`config.mk`:
```
export PLATFORM = sky130hd
export DESIGN_NAME = pc_trace_buffer
export DESIGN_NICKNAME = d
export VERILOG_FILES = /design/src/rtl/pc_trace_buffer.sv
export SDC_FILE = /design/constraint.sdc
export NUM_CORES = 1
export LEC_CHECK = 0
export BUFFER_PORTS_ARGS = -buffer_cell sky130_fd_sc_hd__buf_4
export CAP_MARGIN = 20
export CORE_AREA = 3 3 221 223
export CTS_BUF_LIST = sky130_fd_sc_hd__clkbuf_8
export DETAILED_ROUTE_END_ITERATION = 7
export DIE_AREA = 0 0 224 226
export SLEW_MARGIN = 10
export SYNTH_ARGS = -nofsm -noshare
export SYNTH_HDL_FRONTEND = slang
export SYNTH_SLANG_ARGS = --single-unit
```
`constraint.sdc`:
```
create_clock -name clk -period 4.3 [get_ports clk]
set_clock_uncertainty 0.15 [all_clocks]
set_input_delay 0.215 -clock clk [delete_from_list [all_inputs] [get_ports clk]]
set_output_delay 0.215 -clock clk [all_outputs]
set_load 0.1 [all_outputs]
```
`src/rtl/pc_trace_buffer.sv`:
```
// Circular PC history: one entry written per enabled cycle, read back by age
// (rd_idx_i = 0 is the most recent write). Used only with CHECKER_PC_TRACE_EN.
module pc_trace_buffer #(
    parameter int unsigned DATA_W      = 32,
    parameter int unsigned TRACE_DEPTH = 8
) (
    input  logic                           clk,
    input  logic                           rst,
    input  logic                           clear_i,
    input  logic                           wr_en_i,
    input  logic [DATA_W-1:0]              pc_i,
    input  logic [$clog2(TRACE_DEPTH)-1:0] rd_idx_i,
    output logic [DATA_W-1:0]              rd_pc_o
);

    localparam int unsigned TW = $clog2(TRACE_DEPTH);

    logic [DATA_W-1:0] mem_q [TRACE_DEPTH];
    logic [TW-1:0]     wptr_q;

    always_ff @(posedge clk) begin
        if (rst || clear_i) begin
            wptr_q <= '0;
            for (int i = 0; i < TRACE_DEPTH; i++) begin
                mem_q[i] <= '0;
            end
        end else if (wr_en_i) begin
            mem_q[wptr_q] <= pc_i;
            wptr_q        <= wptr_q + TW'(1);
        end
    end

    // Power-of-two depth lets the pointer arithmetic wrap for free.
    assign rd_pc_o = mem_q[wptr_q - TW'(1) - rd_idx_i];

endmodule

```
* Word level (Yosys, flattened, before mapping)
Memory sizes are Yosys's and may differ from the RTL's.
Cells that the tools add are included.
** Word-level totals
- Bits in registers :: 3
- Bits in writable memories :: 256
- Input bits :: 39
- Output and inout bits :: 32
- Logic and storage cells :: 15
- Memories :: 1
** Memory list
- mem_q :: depth 8, bits a word 32, rd ports 1, clocked after memory_dff 0, wr ports 8, RTL line 18 : logic [DATA_W-1:0] mem_q [TRACE_DEPTH];
** Operators by class
- Add/subtract/negate cells :: 3
- Mux-type cells :: 8
- Reductions and logical operators :: 2
** Operators by type and width (number)
- 32-bit two-way mux :: 1
- 32-bit OR reduction :: 1
- 1-bit two-way mux :: 6
- 3-bit by 1-bit adder with 3-bit output, second input constant :: 1
- 3-bit two-way mux :: 1
- 3-bit by 1-bit subtractor with 3-bit output, second input constant :: 1
- 3-bit subtractor :: 1
- 1-bit logical OR :: 1

* Depth between registers and ports, before layout
Gate-level depths: netlist of the first run.
- Depth in word-level cells :: 5
- Mapped depth :: 7
- Mapped depth without buffers :: 5

* Worst setup path after synthesis of the first run
Ideal clock, no wire load.
- Kind :: register to register
- Start :: register wptr_q[1]
- End :: memory mem_q[1][0], enable pin
- Setup time :: 0.466 ns
- Arrival :: 3.388 ns
- Required time :: 3.684 ns
- Path slack :: 0.296 ns
- Cell stages (with the launch flop) :: 4
- Buffers on the path :: 1
- Period minus slack after synthesis :: 4.004 ns
- Cells stage by stage :: dfxtp_1 > or4b_1 > buf_2 > o21ai_0
** RTL lines
- start, declared :: RTL line 19 : logic [TW-1:0] wptr_q;
- start signal, assigned :: RTL line 29 : wptr_q <= wptr_q + TW'(1);
- end, declared :: RTL line 18

* Final worst setup path of the first run
- Start :: register wptr_q[0]
- End :: output rd_pc_o[23]
** On the way
- Cells in the longest elaborated chain, start to end :: 3
** RTL lines
- 3-bit by 1-bit subtractor with 3-bit output :: RTL line 34 : assign rd_pc_o = mem_q[wptr_q - TW'(1) - rd_idx_i];
- 3-bit subtractor :: RTL line 34
- memory read 8 x 32 bit
- end, declared :: RTL line 13 : output logic [DATA_W-1:0] rd_pc_o
Every way passes these cells.

==> results of run 1 <==
## layer usage
layer | track usage (%) | wire [µm]
met5 | 0 | 13
met4 | 3.591 | 578
met3 | 2.171 | 2090
met2 | 19.90 | 14620
met1 | 16.38 | 13300
## kinds of logic after synthesis
| family | synth area share, % |
|---|---|
| AND/OR/NAND/NOR | 12.95 |
| flip-flops | 66.33 |
| buffers and inverters | 4.081 |
| multiplexers | 15.51 |
| AO/OA/AOI/OAI | 0.4714 |
| adder cells (fa/ha/maj) | 0.3856 |
| XOR/XNOR | 0.2678 |
## path summary, 6_finish.rpt
check                          endpoint  cells past startpoint                   start  slack, ns
min reg2reg      wptr_q[2]$_SDFFE_PP0P_                      2  wptr_q[2]$_SDFFE_PP0P_       0.59
min          mem_q[1][17]$_SDFFCE_PN0P_                      3                pc_i[17]       0.02
max                         rd_pc_o[23]                      6  wptr_q[0]$_SDFFE_PP0P_       0.66
max reg2reg  mem_q[5][26]$_SDFFCE_PN0P_                      3  wptr_q[0]$_SDFFE_PP0P_       1.57
## registers in the layout, summed over array words and instances, names as in the netlist
name and flops:
mem_q 256, wptr_q 3
## cells in the final DEF (no fill, tap or decap)
cell / synthesis / final
inv_8: 0 / 2
nand2_4: 0 / 1
mux2i_1: 1 / 1
xnor3_2: 0 / 1
clkbuf_8: 0 / 45
nor3_2: 32 / 32
or4b_4: 0 / 1
nor3_1: 226 / 226
a21boi_0: 1 / 1
mux2_2: 32 / 32
xnor2_1: 1 / 1
ha_4: 0 / 1
or4_2: 0 / 1
nor2_1: 1 / 1
clkinv_1: 32 / 50
clkinv_4: 0 / 1
nand4bb_4: 0 / 1
buf_4: 5 / 86
dlygate4sd3_1: 0 / 26
edfxtp_1: 256 / 256
o21ai_4: 0 / 8
mux4_2: 64 / 64
nand2b_4: 0 / 1
ha_1: 2 / 1
and3b_1: 1 / 1
fa_2: 0 / 1
o21a_1: 1 / 1
buf_12: 0 / 6
clkinv_2: 0 / 5
dfxtp_1: 3 / 3
or4b_2: 0 / 1
diode_2: 0 / 1
inv_1: 2 / 10
## report_power, final
| part | internal, mW | switching, mW | total, mW |
|---|---|---|---|
| clock | 0.982 | 0.998 | 1.98 |
| combinational | 0.288 | 0.639 | 0.927 |
| sequential | 2.88 | 0.0304 | 2.91 |
## layout make-up
class / instances / area, µm²
Fill cell: 4617 / 32720
Sequential cell: 259 / 7747
Tap cell: 607 / 759.5
Clock inverter: 34 / 153.9
Clock buffer: 45 / 619.3
Multi-Input combinational cell: 378 / 3598
Antenna cell: 1 / 2.502
Timing Repair Buffer: 118 / 1026
Inverter: 34 / 127.6
## critical path: stages, from the launching register on
cell and delay (ns):
dfxtp_1 0.42, ha_4 0.21, fa_2 0.84, buf_12 0.32, mux4_2 0.35, mux2_2 0.32
buf_4 0.24
## timing repair
item                                    CTS  global route
endpoints found under the setup margin    0             0
endpoints found under the hold margin    96             0
hold buffers                             26             0
==> impl_metrics.toml, run 1 <==
[clocking]
clock_tree.buffer_depth = 3
cts_buffers = 44
cts_setup_buffers = 0
clock_insertion_delay_worst_skew_ns = 0.56
htree_levels = 2
cts.root.buffer_cell = "clkbuf_8"
tritoncts = "yes"
clock_slew_at_the_register_clock_pins_of_the_worst_setup_and_hold_paths_ns = 0.06
cts.sink_count = 259
post_cts_resize_count = 0

[floorplanning]
die_width_um = 224
pin_count = 71
coreArea_um2 = 46750
die-height_um = 226
rows = 79
die_area_um2 = 50620
start_util_pct = 24.98

[worst_setup_path]
worstSetupPathType = "flop to output pin"
arrival_ns = 3.27
cp-start-kind = "flop"
timing.critical_path.to_type = "output pin"
worst_ep_required_time_ns = 3.93
worst-path-max-fanout = 36

[sta]
whs_ns = 0.01790
fin_tns_setup_ns = 0
setup_viol = 0
slew_headroom_pct = 37.33
slew_violations = 0
final_hold_fails = 0
least_margin_pin_slew_ns = 0.9401
max_freq_mhz = 274.8
finalWorstPathRequiredPeriod_ns = 3.639
setup_slack_ns = 0.6609
final.period_utilization_pct = 84.63
rsz0062_at_grt = "no"

[placed_design]
dpl.hpwl_um = 17120
post-place-ws_ns = 1.216
placedCellCount = 1370
numPortBuffers = 70
placed_area_um2 = 13000
routabilityCongestion = 0.7173

[yosys]
synth.net_count = 788
seq_area_frac_synth_pct = 66.33
top_cell_type_by_total_area_after_synthesis = "edfxtp_1"
post_synth_inst_count = 746
yosys_register_bits = 259
yosys_warning_total = 0
syn_area_per_cell_um2 = 15.66
netlist.area_leader.share_pct = 65.82
synthDistinctLibCells = 29
syn-cell-area_um2 = 11680
synth.most_common_cell = "edfxtp_1"
netlist_top_cells_count = "edfxtp_1 (256), nor3_1 (226), mux4_2 (64)"
ys.flop_type = "edfxtp_1"
synth_enable_flop_cells = 256
synth.area.top_cells = "edfxtp_1 (66%), mux4_2 (12%), nor3_1 (9.7%)"
ys_async_sr_fraction_pct = 0

[detailed_routing]
routedWlPerCell_um = 20.73
route.detailed.drc = 0
detailroute.via_count = 6992
drt_wl_total_um = 30600
initialDrtViolationCount = 561
drt.antenna.violating_nets = 0
number_of_vias_per_cell = 4.737
detail_route.first_pass.iterations = 4

[power]
p_per_area_nw_per_um2 = 414.4
static-leakage-power_nw = 4.778
worst_case_vdd_ir_drop_v = 0.0001745
totalPowerFinal_mw = 5.816

[global_routing]
first_pass_grt_wire_length_um = 47150
antenna_violations_before_repair = 1
grt_remaining_overflow = 0
grt_max_degree = 78
first_global_vias = 7535
grt.total_usage_pct = 12.09

[finish]
post_route_cells_drive_above_1_share_pct = 33.41
layout.core_utilization_pct = 30.02
areaGrowthSynthToFinish_pct = 20.16
layout.cell_area.non_filler_um2 = 14030
fin_nets = 877
final-instance-count-excl-fill = 1476

[job]
drv_cap = 0

[status]
status = "finished, final reports clean"

[hold_path]
min_path_type = "input pin to flop"
No activity file was read; power rests on OpenSTA's default activity.
==> run 2, diff against run 1 <==
--- a/config.mk
+++ b/config.mk
@@ -5,12 +5,13 @@
 export SDC_FILE = /design/constraint.sdc
 export NUM_CORES = 1
 export LEC_CHECK = 0
+export ABC_AREA = 1
 export BUFFER_PORTS_ARGS = -buffer_cell sky130_fd_sc_hd__buf_4
 export CAP_MARGIN = 20
-export CORE_AREA = 3 3 221 223
+export CORE_AREA = 3 3 230 232
 export CTS_BUF_LIST = sky130_fd_sc_hd__clkbuf_8
 export DETAILED_ROUTE_END_ITERATION = 7
-export DIE_AREA = 0 0 224 226
+export DIE_AREA = 0 0 233 235
 export SLEW_MARGIN = 10
 export SYNTH_ARGS = -nofsm -noshare
 export SYNTH_HDL_FRONTEND = slang
==> constraint.sdc (replaced) <==
create_clock -name clk -period 3.2 [get_ports clk]
set_clock_uncertainty 0.15 [all_clocks]
set_input_delay 0.16 -clock clk [delete_from_list [all_inputs] [get_ports clk]]
set_output_delay 0.16 -clock clk [all_outputs]
set_load 0.1 [all_outputs]
==> run 2 against run 1 <==
Compared with the run above:
- sequential power up 34%
- clock power up 32%
- via count up 37%
- critical endpoint is now rd_pc_o[20]
- hold slack better by 0.32 ns
==> impl_metrics.toml, run 2 <==
[global_routing]
first_global_vias = 9603
grt_remaining_overflow = 0
first_pass_grt_wire_length_um = 54120
grt_max_degree = 129
antenna_violations_before_repair = 0
grt.total_usage_pct = 12.70

[finish]
mostFrequentLayoutCell = "nand2_1"
areaGrowthSynthToFinish_pct = 19.12
post_route_cells_drive_above_1_share_pct = 10.51
layout.cell_area.non_filler_um2 = 15180
layout.core_utilization_pct = 29.66
final_cell_mix = "nand2_1 (438), inv_1 (302), nor2_1 (260), edfxtp_1 (256), nand3_1 (130)"
fin_nets = 1627
biggestRegsByFlops = "mem_q: 256 flops, wptr_q: 3 flops"
num-fill-cells = 5397
largest-register = "mem_q"
final-instance-count-excl-fill = 2297
largest_register_ff_count = 256
number_of_diodes_added_for_antenna_fixing = 0

[worst_setup_path]
timing.critical_path.cells = "ha_4 -> fa_2 -> buf_4 -> nand3_1 -> nand2_1 -> nand2_1 -> nand2_1 -> buf_4"
slowest_delay_ns = 0.57
worst-path-max-fanout = 25
worst_ep_required_time_ns = 2.89
r2r-end = "mem_q[0][8]$_SDFFCE_PN0P_"
worst_path_max_delay_cell = "fa_2"
worst-r2r-setup-slack_ns = 1.07
timing.critical_path.buf_inv = 2
worst_r2r_path_depth = 5
crit_family = "adder cells"
arrival_ns = 2.72
cp_common_cell = "nand2_1"
timing.critical_path.to_type = "output pin"
cp-start-kind = "flop"
worstReg2RegStart = "wptr_q[0]$_SDFFE_PP0P_"
worstSetupPathType = "flop to output pin"

[status]
status = "finished, final reports clean"

[yosys]
top_cell_type_by_total_area_after_synthesis = "edfxtp_1"
ys.flop_type = "edfxtp_1"
syn_area_per_cell_um2 = 8.630
synth_enable_flop_cells = 256
yosys_register_bits = 259
post_synth_inst_count = 1477
synth.area.top_cells = "edfxtp_1 (60%), nand2_1 (13%), inv_1 (8.7%)"
synthDistinctLibCells = 20
ys_async_sr_fraction_pct = 0
seq_area_frac_synth_pct = 60.78
yosys_warning_total = 0
syn-cell-area_um2 = 12750
netlist_top_cells_count = "nand2_1 (441), inv_1 (295), nor2_1 (260)"
synth.most_common_cell = "nand2_1"
netlist.area_leader.share_pct = 60.31
synth.net_count = 1519

[floorplanning]
pin_count = 71
die-height_um = 235
die_area_um2 = 54760
start_util_pct = 24.90
die_width_um = 233
coreArea_um2 = 51200
rows = 83

[detailed_routing]
routedWlPerCell_um = 15.17
initialDrtViolationCount = 795
route.detailed.drc = 0
drt.antenna.violating_nets = 0
detailroute.via_count = 9587
detail_route.first_pass.iterations = 5
number_of_vias_per_cell = 4.174
drt_wl_total_um = 34850

[clocking]
clock_insertion_delay_worst_skew_ns = 0.55
cts.root.buffer_cell = "clkbuf_8"
cts_buffers = 42
clock_slew_at_the_register_clock_pins_of_the_worst_setup_and_hold_paths_ns = 0.06
cts.sink_count = 259
tritoncts = "yes"
htree_levels = 2
clock_tree.buffer_depth = 3

[sta]
final_hold_fails = 0
finalWorstPathRequiredPeriod_ns = 3.032
max_freq_mhz = 329.8
fin_tns_setup_ns = 0
rsz0062_at_grt = "no"
whs_ns = 0.3333
setup_viol = 0
slew_violations = 0
final.period_utilization_pct = 94.76
least_margin_pin_slew_ns = 0.6530
slew_headroom_pct = 56.46

[job]
drv_cap = 0

[hold_path]
min_path_type = "input pin to flop"
hold_path_startpoint = "wr_en_i"
holdPathEnd = "wptr_q[2]$_SDFFE_PP0P_"
whs_path_depth = 4

[placed_design]
placed_area_um2 = 14070
numPortBuffers = 70
routabilityCongestion = 0.7334
placedCellCount = 2185
dpl.hpwl_um = 19290

[power]
p_per_area_nw_per_um2 = 542.2
worst_case_vdd_ir_drop_v = 0.0002712
static-leakage-power_nw = 7.166
## run 2: cell types whose count changed after synthesis, moves of 6 or more
| cell | delta |
|---|---|
| buf_1 | -6 |
| buf_2 | +19 |
| buf_6 | +13 |
| clkbuf_1 | -23 |
| clkinv_1 | -32 |
| inv_1 | +293 |
| mux2_2 | -32 |
| mux4_2 | -64 |
| nand2_1 | +440 |
| nand3_1 | +130 |
| nor2_1 | +259 |
| nor3_1 | -226 |
| nor3_2 | -32 |
| o21ai_0 | -6 |
## run 2: cell type report
type	count	area [µm²]	area share, %
Clock buffer	45	619.3	4.079
Inverter	299	1124	7.399
Multi-Input combinational cell	847	3461	22.79
Tap cell	680	850.8	5.603
Timing Repair Buffer	136	1252	8.248
Clock inverter	31	130.1	0.8570
Sequential cell	259	7747	51.02
## run 2: timing repair
item | 4_1_cts | 5_1_grt
buffers inserted | 0 | 0
hold endpoints to repair | 259 | 0
resized for setup | 0 | 1
hold buffers | 36 | 0
setup endpoints to repair | 0 | 14
## run 2: metrics by stage
step,power (mW),worst slack (ns)
after CTS,8.315,0.03103
after global routing,8.591,0.006804
final,8.232,0.1676
after floorplan,5.170,0.5475
after detailed placement,5.663,0.6483
after global placement,5.647,0.6730
## run 2: logic make-up (layout without fill, tap and decap cells)
logic type                 Yosys count  after routing  share of synthesized area (%)
DFF                                259            259                          60.78
and+or+nand+nor                    839            839                          26.42
buffers and inverters              371            511                          12.25
AOI/OAI and AO/OA                    5              5                         0.1963
adders and majority gates            3              3                         0.3533
## run 2: layer usage
metal	routed length (µm)	track usage (%)	vias to the layer above
met2	16780	21.78	233
met5	0	0	-
li1	-	-	4707
met3	1686	2.061	59
met1	15510	16.12	4588
met4	868	4.423	0
## run 2: worst max path at each step
stage / startpoint / to / slack, ns / cells after the start
5_1_grt: wptr_q[0]$_SDFFE_PP0P_ / rd_pc_o[27] / 0.007 / 9
2_1_floorplan: wptr_q[0]$_SDFFE_PP0P_ / rd_pc_o[10] / 0.55 / 8
4_1_cts: wptr_q[0]$_SDFFE_PP0P_ / rd_pc_o[19] / 0.03 / 9
6_report: wptr_q[0]$_SDFFE_PP0P_ / rd_pc_o[20] / 0.17 / 8
3_5_place_dp: wptr_q[0]$_SDFFE_PP0P_ / rd_pc_o[19] / 0.65 / 9
3_3_place_gp: wptr_q[0]$_SDFFE_PP0P_ / rd_pc_o[19] / 0.67 / 9
## run 2: power by group
part,switching (mW),leakage (nW),total (mW),internal (mW)
logic,1.28,3.88,1.70,0.418
registers,0.0390,2.88,3.91,3.87
clock network,1.32,0.411,2.62,1.30
## run 2: tightest hold or removal path: stages
cell and delay [ns]:
dlygate4sd3_1 0.55, buf_4 0.15, nand2_1 0.06, a21oi_1 0.06
